[src/rtl/de_pkg.sv]
// de_pkg: definitions shared by the Decode/Execute stage buffer and by the
// stages that pack and unpack its payload.
//   - occ_e             : occupancy state encoding (EMPTY/MAIN/BOTH)
//   - *_W_DEF           : default bundle widths
//   - PAYLOAD_*_LSB/_W  : field positions inside the packed data payload
package de_pkg;

    typedef enum logic [1:0] {
        OCC_EMPTY = 2'd0,
        OCC_MAIN  = 2'd1,
        OCC_BOTH  = 2'd2
    } occ_e;

    localparam int CTRL_W_DEF    = 15;
    localparam int PAYLOAD_W_DEF = 44;
    localparam int PC_W_DEF      = 32;

    // Payload layout, LSB first:
    //   function[3:0] | writeAdd2[2:0] | writeAdd1[2:0] | readData2[15:0] | readData1[15:0]
    // Bits above PAYLOAD_RD1_LSB+PAYLOAD_RD_W are spare and pass through untouched.
    localparam int PAYLOAD_FUNC_W   = 4;
    localparam int PAYLOAD_WADD_W   = 3;
    localparam int PAYLOAD_RD_W     = 16;
    localparam int PAYLOAD_FUNC_LSB = 0;
    localparam int PAYLOAD_WA2_LSB  = PAYLOAD_FUNC_LSB + PAYLOAD_FUNC_W;
    localparam int PAYLOAD_WA1_LSB  = PAYLOAD_WA2_LSB + PAYLOAD_WADD_W;
    localparam int PAYLOAD_RD2_LSB  = PAYLOAD_WA1_LSB + PAYLOAD_WADD_W;
    localparam int PAYLOAD_RD1_LSB  = PAYLOAD_RD2_LSB + PAYLOAD_RD_W;

endpackage

[src/rtl/de_stage_buffer_entry.sv]
// stage_entry_reg: one {valid, ctrl, payload, pc, intr} pipeline entry.
// Ports:
//   clk, rst     : clock, synchronous active-high reset (zeroes every field)
//   clear        : kill the entry (valid/ctrl/intr to 0, payload/pc hold)
//   load         : capture d_* and mark valid
//   bubble       : same effect as clear, used when the entry is consumed
//   d_*          : incoming entry fields
//   q_*          : registered entry fields
// Priority: rst > clear > load > bubble.
module stage_entry_reg
    import de_pkg::*;
#(
    parameter int CTRL_W    = CTRL_W_DEF,
    parameter int PAYLOAD_W = PAYLOAD_W_DEF,
    parameter int PC_W      = PC_W_DEF
) (
    input  logic                 clk,
    input  logic                 rst,
    input  logic                 clear,
    input  logic                 load,
    input  logic                 bubble,
    input  logic [CTRL_W-1:0]    d_ctrl,
    input  logic [PAYLOAD_W-1:0] d_payload,
    input  logic [PC_W-1:0]      d_pc,
    input  logic                 d_intr,
    output logic                 q_valid,
    output logic [CTRL_W-1:0]    q_ctrl,
    output logic [PAYLOAD_W-1:0] q_payload,
    output logic [PC_W-1:0]      q_pc,
    output logic                 q_intr
);

    // NOTE: state is updated with non-blocking assignments so every register
    // samples pre-edge values regardless of block evaluation order.
    always_ff @(posedge clk) begin
        if (rst) begin
            q_valid   <= 1'b0;
            q_ctrl    <= '0;
            q_payload <= '0;
            q_pc      <= '0;
            q_intr    <= 1'b0;
        end else if (clear || (bubble && !load)) begin
            // Payload and PC deliberately hold: only the qualifying fields are
            // killed, which keeps the data path free of reset/clear muxing.
            q_valid <= 1'b0;
            q_ctrl  <= '0;
            q_intr  <= 1'b0;
        end else if (load) begin
            q_valid   <= 1'b1;
            q_ctrl    <= d_ctrl;
            q_payload <= d_payload;
            q_pc      <= d_pc;
            q_intr    <= d_intr;
        end
    end

endmodule

[src/rtl/de_stage_buffer.sv]
// de_stage_buffer: handshaked Decode->Execute pipeline register with a
// one-entry skid register, bubble insertion and flush.
// Ports:
//   clk, rst               : clock, synchronous active-high reset
//   flush                  : kill all held entries and any entry offered this edge
//   in_valid / in_ready    : Decode-side handshake (in_ready is registered)
//   in_ctrl/payload/pc/intr: entry offered by Decode
//   out_valid / out_ready  : Execute-side handshake (out_valid is registered)
//   out_ctrl/payload/pc/intr: entry held in the main register
//   occupancy              : number of entries held, 0..2
module de_stage_buffer
    import de_pkg::*;
#(
    parameter int CTRL_W    = CTRL_W_DEF,
    parameter int PAYLOAD_W = PAYLOAD_W_DEF,
    parameter int PC_W      = PC_W_DEF
) (
    input  logic                 clk,
    input  logic                 rst,
    input  logic                 flush,
    input  logic                 in_valid,
    output logic                 in_ready,
    input  logic [CTRL_W-1:0]    in_ctrl,
    input  logic [PAYLOAD_W-1:0] in_payload,
    input  logic [PC_W-1:0]      in_pc,
    input  logic                 in_intr,
    output logic                 out_valid,
    input  logic                 out_ready,
    output logic [CTRL_W-1:0]    out_ctrl,
    output logic [PAYLOAD_W-1:0] out_payload,
    output logic [PC_W-1:0]      out_pc,
    output logic                 out_intr,
    output logic [1:0]           occupancy
);

    occ_e state, state_nxt;

    logic accept, drain;
    logic main_load, main_from_skid, main_bubble;
    logic skid_load, skid_bubble;

    logic                 skid_valid;
    logic [CTRL_W-1:0]    skid_ctrl;
    logic [PAYLOAD_W-1:0] skid_payload;
    logic [PC_W-1:0]      skid_pc;
    logic                 skid_intr;

    assign accept = in_valid & in_ready;
    assign drain  = out_valid & out_ready;

    // NOTE: every always_comb output gets a default first so no path through
    // the case statement leaves a signal unassigned (which would infer a latch).
    always_comb begin
        state_nxt      = state;
        main_load      = 1'b0;
        main_from_skid = 1'b0;
        main_bubble    = 1'b0;
        skid_load      = 1'b0;
        skid_bubble    = 1'b0;
        unique case (state)
            OCC_EMPTY: begin
                if (accept) begin
                    main_load = 1'b1;
                    state_nxt = OCC_MAIN;
                end
            end
            OCC_MAIN: begin
                if (drain && accept) begin
                    main_load = 1'b1;
                end else if (drain) begin
                    main_bubble = 1'b1;
                    state_nxt   = OCC_EMPTY;
                end else if (accept) begin
                    skid_load = 1'b1;
                    state_nxt = OCC_BOTH;
                end
            end
            OCC_BOTH: begin
                if (drain && skid_valid) begin
                    main_load      = 1'b1;
                    main_from_skid = 1'b1;
                    skid_bubble    = 1'b1;
                    state_nxt      = OCC_MAIN;
                end
            end
            default: state_nxt = OCC_EMPTY;
        endcase
        // The entry registers see flush directly as their clear, so only the
        // occupancy needs overriding here.
        if (flush) begin
            state_nxt = OCC_EMPTY;
        end
    end

    // in_ready is computed from the next state and registered, so Decode never
    // sees a combinational path from out_ready or flush.
    always_ff @(posedge clk) begin
        if (rst) begin
            state    <= OCC_EMPTY;
            in_ready <= 1'b1;
        end else begin
            state    <= state_nxt;
            in_ready <= (state_nxt != OCC_BOTH);
        end
    end

    assign occupancy = state;

    stage_entry_reg #(
        .CTRL_W    (CTRL_W),
        .PAYLOAD_W (PAYLOAD_W),
        .PC_W      (PC_W)
    ) u_main (
        .clk       (clk),
        .rst       (rst),
        .clear     (flush),
        .load      (main_load),
        .bubble    (main_bubble),
        .d_ctrl    (main_from_skid ? skid_ctrl    : in_ctrl),
        .d_payload (main_from_skid ? skid_payload : in_payload),
        .d_pc      (main_from_skid ? skid_pc      : in_pc),
        .d_intr    (main_from_skid ? skid_intr    : in_intr),
        .q_valid   (out_valid),
        .q_ctrl    (out_ctrl),
        .q_payload (out_payload),
        .q_pc      (out_pc),
        .q_intr    (out_intr)
    );

    stage_entry_reg #(
        .CTRL_W    (CTRL_W),
        .PAYLOAD_W (PAYLOAD_W),
        .PC_W      (PC_W)
    ) u_skid (
        .clk       (clk),
        .rst       (rst),
        .clear     (flush),
        .load      (skid_load),
        .bubble    (skid_bubble),
        .d_ctrl    (in_ctrl),
        .d_payload (in_payload),
        .d_pc      (in_pc),
        .d_intr    (in_intr),
        .q_valid   (skid_valid),
        .q_ctrl    (skid_ctrl),
        .q_payload (skid_payload),
        .q_pc      (skid_pc),
        .q_intr    (skid_intr)
    );

endmodule

[config.mk]
export PLATFORM = sky130hd
export DESIGN_NAME = de_stage_buffer
export DESIGN_NICKNAME = d
export VERILOG_FILES = /design/src/rtl/de_pkg.sv /design/src/rtl/de_stage_buffer_entry.sv /design/src/rtl/de_stage_buffer.sv
export SDC_FILE = /design/constraint.sdc
export NUM_CORES = 1
export LEC_CHECK = 0
export CAP_MARGIN = 20
export CORE_MARGIN = 2
export CORE_UTILIZATION = 30
export DETAILED_ROUTE_END_ITERATION = 16
export PLACE_DENSITY = 0.54
export RECOVER_POWER = 25
export REMOVE_ABC_BUFFERS = 1
export SYNTH_ARGS = -nofsm -noshare
export SYNTH_HDL_FRONTEND = slang
export SYNTH_SLANG_ARGS = --single-unit
[constraint.sdc]
create_clock -name clk -period 3.6 [get_ports clk]
set_input_delay 0.72 -clock clk [delete_from_list [all_inputs] [get_ports clk]]
set_output_delay 0.72 -clock clk [all_outputs]
set_load 0.01 [all_outputs]
==> reports/metrics.cfg, run 1 <==
[run_status]
outcome = complete, no violations

[critical_path]
crit_chain = dlygate4sd3_1 -> nand2_1 -> or4_2 -> buf_4 -> nand2_1 -> a21oi_1
worst-setup-path-type = in -> reg
critical_path_buf_inv_count = 2
reg2reg_from = occupancy[0]
worstPathRequired_ns = 3.90
critPathLaunchType = primary input
crit_top_cell = nand2_1
path_max_fanout = 76
critPathTopFamily = buffers and inverters
max_stage_delay_ns = 0.63
cp_slowest_cell = or4_2
reg2reg_slack_ns = 1.29
reg2reg_to = u_skid.q_payload[43]
reg2reg_depth = 5
crit_arrival_ns = 2.80
crit_path_end_kind = register

[clock_tree]
cts.clk_slew.worst_paths_ns = 0.07
clock_latency_ns = 0.44
cts-buffers-inserted = 17
root_buffer = clkbuf_16
clockBufferDepth = 2
htree_levels = 4
cts_tree = built
holdBufCountCts = 0
cts.sinks = 189
cts_resized = 0
postCtsSetupBuffers = 0

[routing]
antenna_left = 0
drt_first_pass_iters = 5
viasPerCell = 5.36
drcViolationCount = 0
drt_iter0_drc = 558
vias = 7697
routedWlPerCell_um = 18.7
finalWirelength_um = 26900

[die]
die_w_um = 167
num_rows = 59
core_area_um2 = 26000
dieArea_um2 = 27800
die_h_um = 167
initial_core_util_pct = 30.5
io_pins = 193

[synthesis]
netlist_top_cells_area = dfxtp_1 (48%), a21oi_1 (15%), nand2_1 (8.9%)
synthDistinctLibCells = 28
synthCells = 956
yosysTopAreaCell = dfxtp_1
yosys_warnings = 0
yosysTopAreaCellShare_pct = 47.7
yosysSeqAreaShare_pct = 47.7
synth-seq-cells = 189
avgSynthCellArea_um2 = 8.30
netlist_area_um2 = 7940

[pwr]
leakage_nw = 4.10
ir_drop_v = 0.000277
total_power_w = 0.00481
pwr_density_cell_nw_per_um2 = 450

[sta]
skew_ns = 0.0149
worst_pin_slew_ns = 0.964
setup_violations = 0
layout_min_cycle_time_ns = 2.51
clock.fmax_ghz = 0.399
grt_setup_unrepaired = no
period_share_pct = 69.7
timing.final.max_slew_violations = 0
slew_headroom_pct = 35.7
postLayoutSetupSlackWorst_ns = 1.09
hold_viol = 0

[grt]
grt_start_max_net_pins = 77
grt_pass1_wl_um = 42900
grt_pass1_vias = 7623
grtUsageTotal_pct = 19.1
grt_antenna_before_repair = 2
grt_overflow = 0

[worst_hold_path]
whs_endpoint = u_skid.q_payload[36]
holdCritPathClass = reg -> reg
hp-start = u_skid.q_payload[36]
hold_depth = 2

[cells_and_area]
fin_nets = 1184
layout.cells.non_filler = 1436
drive_gt1_share_pct = 13.2
area_growth_pct = 34.7
final_area_um2 = 10700

[placed_design]
routabilityCongestion = 0.760
dpl.cell_count = 1403
hpwl_um = 15800
placed_area_um2 = 10100
port_buffers = 192
post-place-ws_ns = 0.738

[job]
maxCapViolCount = 0

worst max path at each step:
| stage | startpoint | to | slack [ns] | cells after the start |
|---|---|---|---|---|
| floorplan | occupancy[1] | u_skid.q_valid | -3.05 | 4 |
| global placement | out_ready | u_skid.q_pc[20] | 0.77 | 6 |
| detailed placement | out_ready | u_skid.q_payload[37] | 0.74 | 6 |
| CTS | in_valid | u_skid.q_payload[43] | 1.21 | 6 |
| global route | in_valid | u_skid.q_payload[29] | 1.00 | 6 |
| finish | in_valid | u_skid.q_payload[43] | 1.09 | 6 |
Yosys cell counts (all sizes together):
cell type / n
a31o: 76
mux2i: 16
a221oi: 16
nand3: 1
a21o: 2
a211oi: 1
o21a: 1
nor4: 1
buf: 39
nor2: 20
nand2: 189
dfxtp: 189
a21boi: 1
inv: 3
or4: 1
o31ai: 77
clkbuf: 66
nand4: 1
and3: 1
nand3b: 1
a21oi: 245
or3: 1
and2: 2
nor3: 2
nand2b: 1
nor2b: 2
o21ai: 1
power by group:
part	total [W]	switching (W)	internal, W	leakage, nW
Combinational	0.000651	0.000326	0.000325	2.27
Sequential	0.00223	0.0000534	0.00218	1.54
Clock	0.00192	0.000921	0.00100	0.286
metrics by stage:
| stage | hold WS [ns] | util [%] | setup TNS (ns) |
|---|---|---|---|
| global route | 0.473 | 41.1 | 0 |
| finish | 0.454 | 41.1 | 0 |
| global placement | 0.441 | 38.9 | 0 |
| CTS | 0.457 | 41.1 | 0 |
| detailed placement | 0.446 | 38.9 | 0 |
| floorplan | 0.431 | - | -363.99 |
kinds of logic (layout without fill, tap and decap cells):
| kind of cell | count (synthesis) | count (layout) | synth area share [%] |
|---|---|---|---|
| compound gates | 420 | 420 | 33.5 |
| buf+inv | 108 | 252 | 5.64 |
| flops | 189 | 189 | 47.7 |
| mux | 16 | 16 | 2.02 |
| other cells | 0 | 1 | 0 |
| simple gates | 223 | 223 | 11.2 |
tightest hold or removal path: cells and delay by family (launching register included):
kind               cells  cell delay [ns]
DFF                    1             0.31
AOI/OAI and AO/OA      1             0.05
and+or+nand+nor        1             0.05
flip-flops by register name, summed over array words and instances, names as in the netlist:
signal	flops
u_skid.q_valid	1
u_main.q_valid	1
u_main.q_pc	32
u_main.q_intr	1
u_skid.q_payload	44
u_main.q_ctrl	15
u_skid.q_ctrl	15
occupancy	2
u_skid.q_intr	1
u_skid.q_pc	32
u_main.q_payload	44
in_ready	1
cell usage in the layout (no fill, tap or decap), types with 2 or more instances in the layout:
master	count
a21oi_1	245
dfxtp_1	189
nand2_1	188
clkdlybuf4s50_1	120
a31o_2	76
o31ai_1	76
dlygate4sd3_1	70
buf_4	23
nor2_1	20
clkbuf_16	17
mux2i_1	16
a221oi_1	16
inv_6	4
inv_8	4
and2_1	2
a21o_1	2
inv_1	2
clkinv_4	2
clkinvlp_4	2
buf_12	2
area by class of cell:
| type | instances | area [um^2] |
|---|---|---|
| multi-input combinational | 659 | 3760 |
| antenna | 1 | 2.50 |
| clock buffer | 18 | 439 |
| sequential | 189 | 3780 |
| inverter | 3 | 11.3 |
| timing repair buffer | 217 | 2120 |
| fill | 2596 | 15300 |
| tap | 335 | 419 |
| clock inverter | 14 | 148 |
metal layers:
layer	GRT usage, %	wire, um	vias to the layer above
met5	0	11	-
met4	4.76	261	2
met3	4.40	1620	25
met2	30.3	12100	235
met1	26.4	12900	3733
li1	-	-	3702
(Power assumes the default switching activity.)
==> run 2, diff against run 1 <==
--- a/config.mk
+++ b/config.mk
@@ -9,7 +9,7 @@
 export CORE_MARGIN = 2
 export CORE_UTILIZATION = 30
 export DETAILED_ROUTE_END_ITERATION = 16
-export PLACE_DENSITY = 0.54
+export PLACE_DENSITY = 0.56
 export RECOVER_POWER = 25
 export REMOVE_ABC_BUFFERS = 1
 export SYNTH_ARGS = -nofsm -noshare
==> constraint.sdc (replaced) <==
create_clock -name clk -period 2.05 [get_ports clk]
set_input_delay 0.41 -clock clk [delete_from_list [all_inputs] [get_ports clk]]
set_output_delay 0.41 -clock clk [all_outputs]
set_load 0.01 [all_outputs]
==> run 2 against run 1 <==
  * Hold slack improved by 0.0016 ns
  * Global-route usage fell by 0.33 points
  * First-iteration DRC count fell by 10%
  * Worst setup slack got worse by 0.96 ns
  * Wire length fell by 1.6%
  * Clock power rose by 81%
  * Cell area rose by 3.9%
  * Critical path depth fell by 4
  * Largest power group unchanged
  * Highest routed layer is now met4
==> reports/metrics.cfg, run 2 (synthesized netlist as in run 1, its figures left out) <==
[cells_and_area]
area_growth_pct = 40.0
final_util_pct = 42.7  ; +1.6 points
largestRegisters = u_main.q_payload (44), u_skid.q_payload (44)
final_cell_mix = a21oi_1 (245), dfxtp_1 (189), nand2_1 (188)
fin_nets = 1212  ; +2.4%
drive_gt1_share_pct = 15.2  ; +2.1 points
final_common_cell = a21oi_1

[clock_tree]
cts_tree = built
cts.sinks = 189  ; unchanged
root_buffer = clkbuf_16
clock_latency_ns = 0.43  ; about the same
htree_levels = 4  ; unchanged
holdBufCountCts = 0  ; unchanged
cts-buffers-inserted = 17  ; unchanged
cts.clk_slew.worst_paths_ns = 0.06  ; about the same
postCtsSetupBuffers = 0  ; unchanged
clockBufferDepth = 2  ; unchanged
cts_resized = 0  ; unchanged

[sta]
layout_min_cycle_time_ns = 1.92
clock.fmax_ghz = 0.521
timing.final.max_slew_violations = 0  ; unchanged
whs_ns = 0.456  ; +0.00164 ns
worst_pin_slew_ns = 0.683  ; -0.282 ns
grt_setup_unrepaired = no
slew_headroom_pct = 54.5  ; +19 points
hold_viol = 0  ; unchanged
period_share_pct = 93.7
setup_violations = 0  ; unchanged
skew_ns = 0.0104  ; -0.00450 ns

[die]
io_pins = 193  ; unchanged
die_h_um = 167  ; unchanged
die_w_um = 167  ; unchanged
num_rows = 59  ; unchanged
dieArea_um2 = 27800  ; unchanged
initial_core_util_pct = 30.5  ; unchanged
core_area_um2 = 26000  ; unchanged

[placed_design]
port_buffers = 192  ; unchanged
hpwl_um = 16400  ; +4.4%
routabilityCongestion = 0.730  ; -3.9%

[critical_path]
cp_slowest_cell = clkdlybuf4s50_1
path_max_fanout = 5  ; -93%
crit_arrival_ns = 1.51  ; -1.29 ns
critical_path_buf_inv_count = 2  ; unchanged
critPathLaunchType = register
worst-setup-path-type = reg -> out
worstPathRequired_ns = 1.64  ; -2.26 ns
critPathTopFamily = buffers and inverters
max_stage_delay_ns = 0.58  ; -0.05 ns
crit_path_end_kind = output port
crit_chain = buf_4 -> clkdlybuf4s50_1

[routing]
drt_iter0_drc = 502  ; -10%
routedWlPerCell_um = 18.1  ; -3.5%
viasPerCell = 5.30  ; -1.1%
drt_first_pass_iters = 5  ; unchanged
vias = 7764  ; +0.87%
antenna_left = 0  ; unchanged
finalWirelength_um = 26500  ; -1.6%
drcViolationCount = 0  ; unchanged

[pwr]
netSwitchingPower_w = 0.00219  ; +68%
pwr_density_cell_nw_per_um2 = 776  ; +72%
p_clk_share_pct = 40.3  ; +0.3 points
power_frac_comb_pct = 14.2  ; +0.7 points
ir_drop_v = 0.000420  ; +51%
swShare_pct = 25.4  ; -1.6 points
leakage_nw = 4.22  ; +3.1%
seq_power_share_pct = 45.5  ; -0.9 points
p_int_w = 0.00643  ; +83%

[run_status]
outcome = complete, no violations

[worst_hold_path]
holdCritPathClass = reg -> reg

[grt]
grtUsageTotal_pct = 18.8  ; -0.33 points
grt_pass1_vias = 7617  ; -0.079%
grt_antenna_before_repair = 1  ; -1
grt_pass1_wl_um = 42200  ; -1.7%
grt_start_max_net_pins = 78  ; +1.3%
grt_overflow = 0  ; unchanged

[job]
maxCapViolCount = 0  ; unchanged

run 2: cell types whose count changed in the layout (fill, tap and decap cells not counted), sizes merged:
cell	previous run	this run
clkdlybuf4s50	120	155
bufinv	1	2
dlygate4sd3	70	35
buf	26	52
clkinvlp	2	1
inv	11	7
clkbuf	19	25
run 2: final timing paths:
kind	depth (start not counted)	endpoint	slack, ns	from
max	2	occupancy[0]	0.13	occupancy[0]
min	2	u_skid.q_payload[28]	0.46	u_skid.q_payload[28]
max reg2reg	6	u_main.q_payload[41]	0.28	occupancy[1]
min reg2reg	2	u_skid.q_payload[28]	0.46	u_skid.q_payload[28]
run 2: power groups by stage:
stage | Combinational [W] | Clock [W] | Sequential, W
after CTS | 0.00126 | 0.00357 | 0.00392
final | 0.00122 | 0.00347 | 0.00392
after global placement | 0.00125 | 0 | 0.00400
after floorplan | 0.000413 | 0 | 0.00405
after detailed placement | 0.00125 | 0 | 0.00400
after global routing | 0.00132 | 0.00371 | 0.00394
run 2: area by class of cell:
cell class	instances	area [um^2]
sequential	189	3780
clock buffer	22	484
multi-input combinational	659	3760
antenna	1	2.50
fill	2608	14900
timing repair buffer	245	2520
clock inverter	10	128
inverter	3	11.3
tap	335	419
run 2: tightest hold or removal path: stages, from the launching register on:
cell and delay, ns:
dfxtp_1 0.31, nand2_1 0.05, a21oi_1 0.05
run 2: layer usage:
| layer | wire length [um] | up-vias | GRT usage, % | part of all wire, % |
|---|---|---|---|---|
| li1 | - | 3765 | - | - |
| met1 | 12300 | 3740 | 24.8 | 47 |
| met2 | 12100 | 239 | 30.3 | 46 |
| met3 | 1670 | 20 | 5.25 | 6.3 |
| met4 | 343 | 0 | 4.99 | 1.3 |
| met5 | 0 | - | 0 | 0 |
run 2: per-stage QoR:
| step | worst slack [ns] | cells | area [um^2] | TNS, ns | total power [W] |
|---|---|---|---|---|---|
| 6_report | 0.130 | 1464 | 11100 | 0 | 0.00862 |
| 3_5_place_dp | -0.223 | 1431 | 10500 | -24.61 | 0.00525 |
| 4_1_cts | 0.0971 | 1463 | 11100 | 0 | 0.00875 |
| 2_1_floorplan | -4.60 | 851 | 7500 | -639.59 | 0.00447 |
| 3_3_place_gp | -0.186 | 1431 | 10500 | -21.21 | 0.00526 |
| 5_1_grt | 0.0285 | 1464 | 11100 | 0 | 0.00897 |
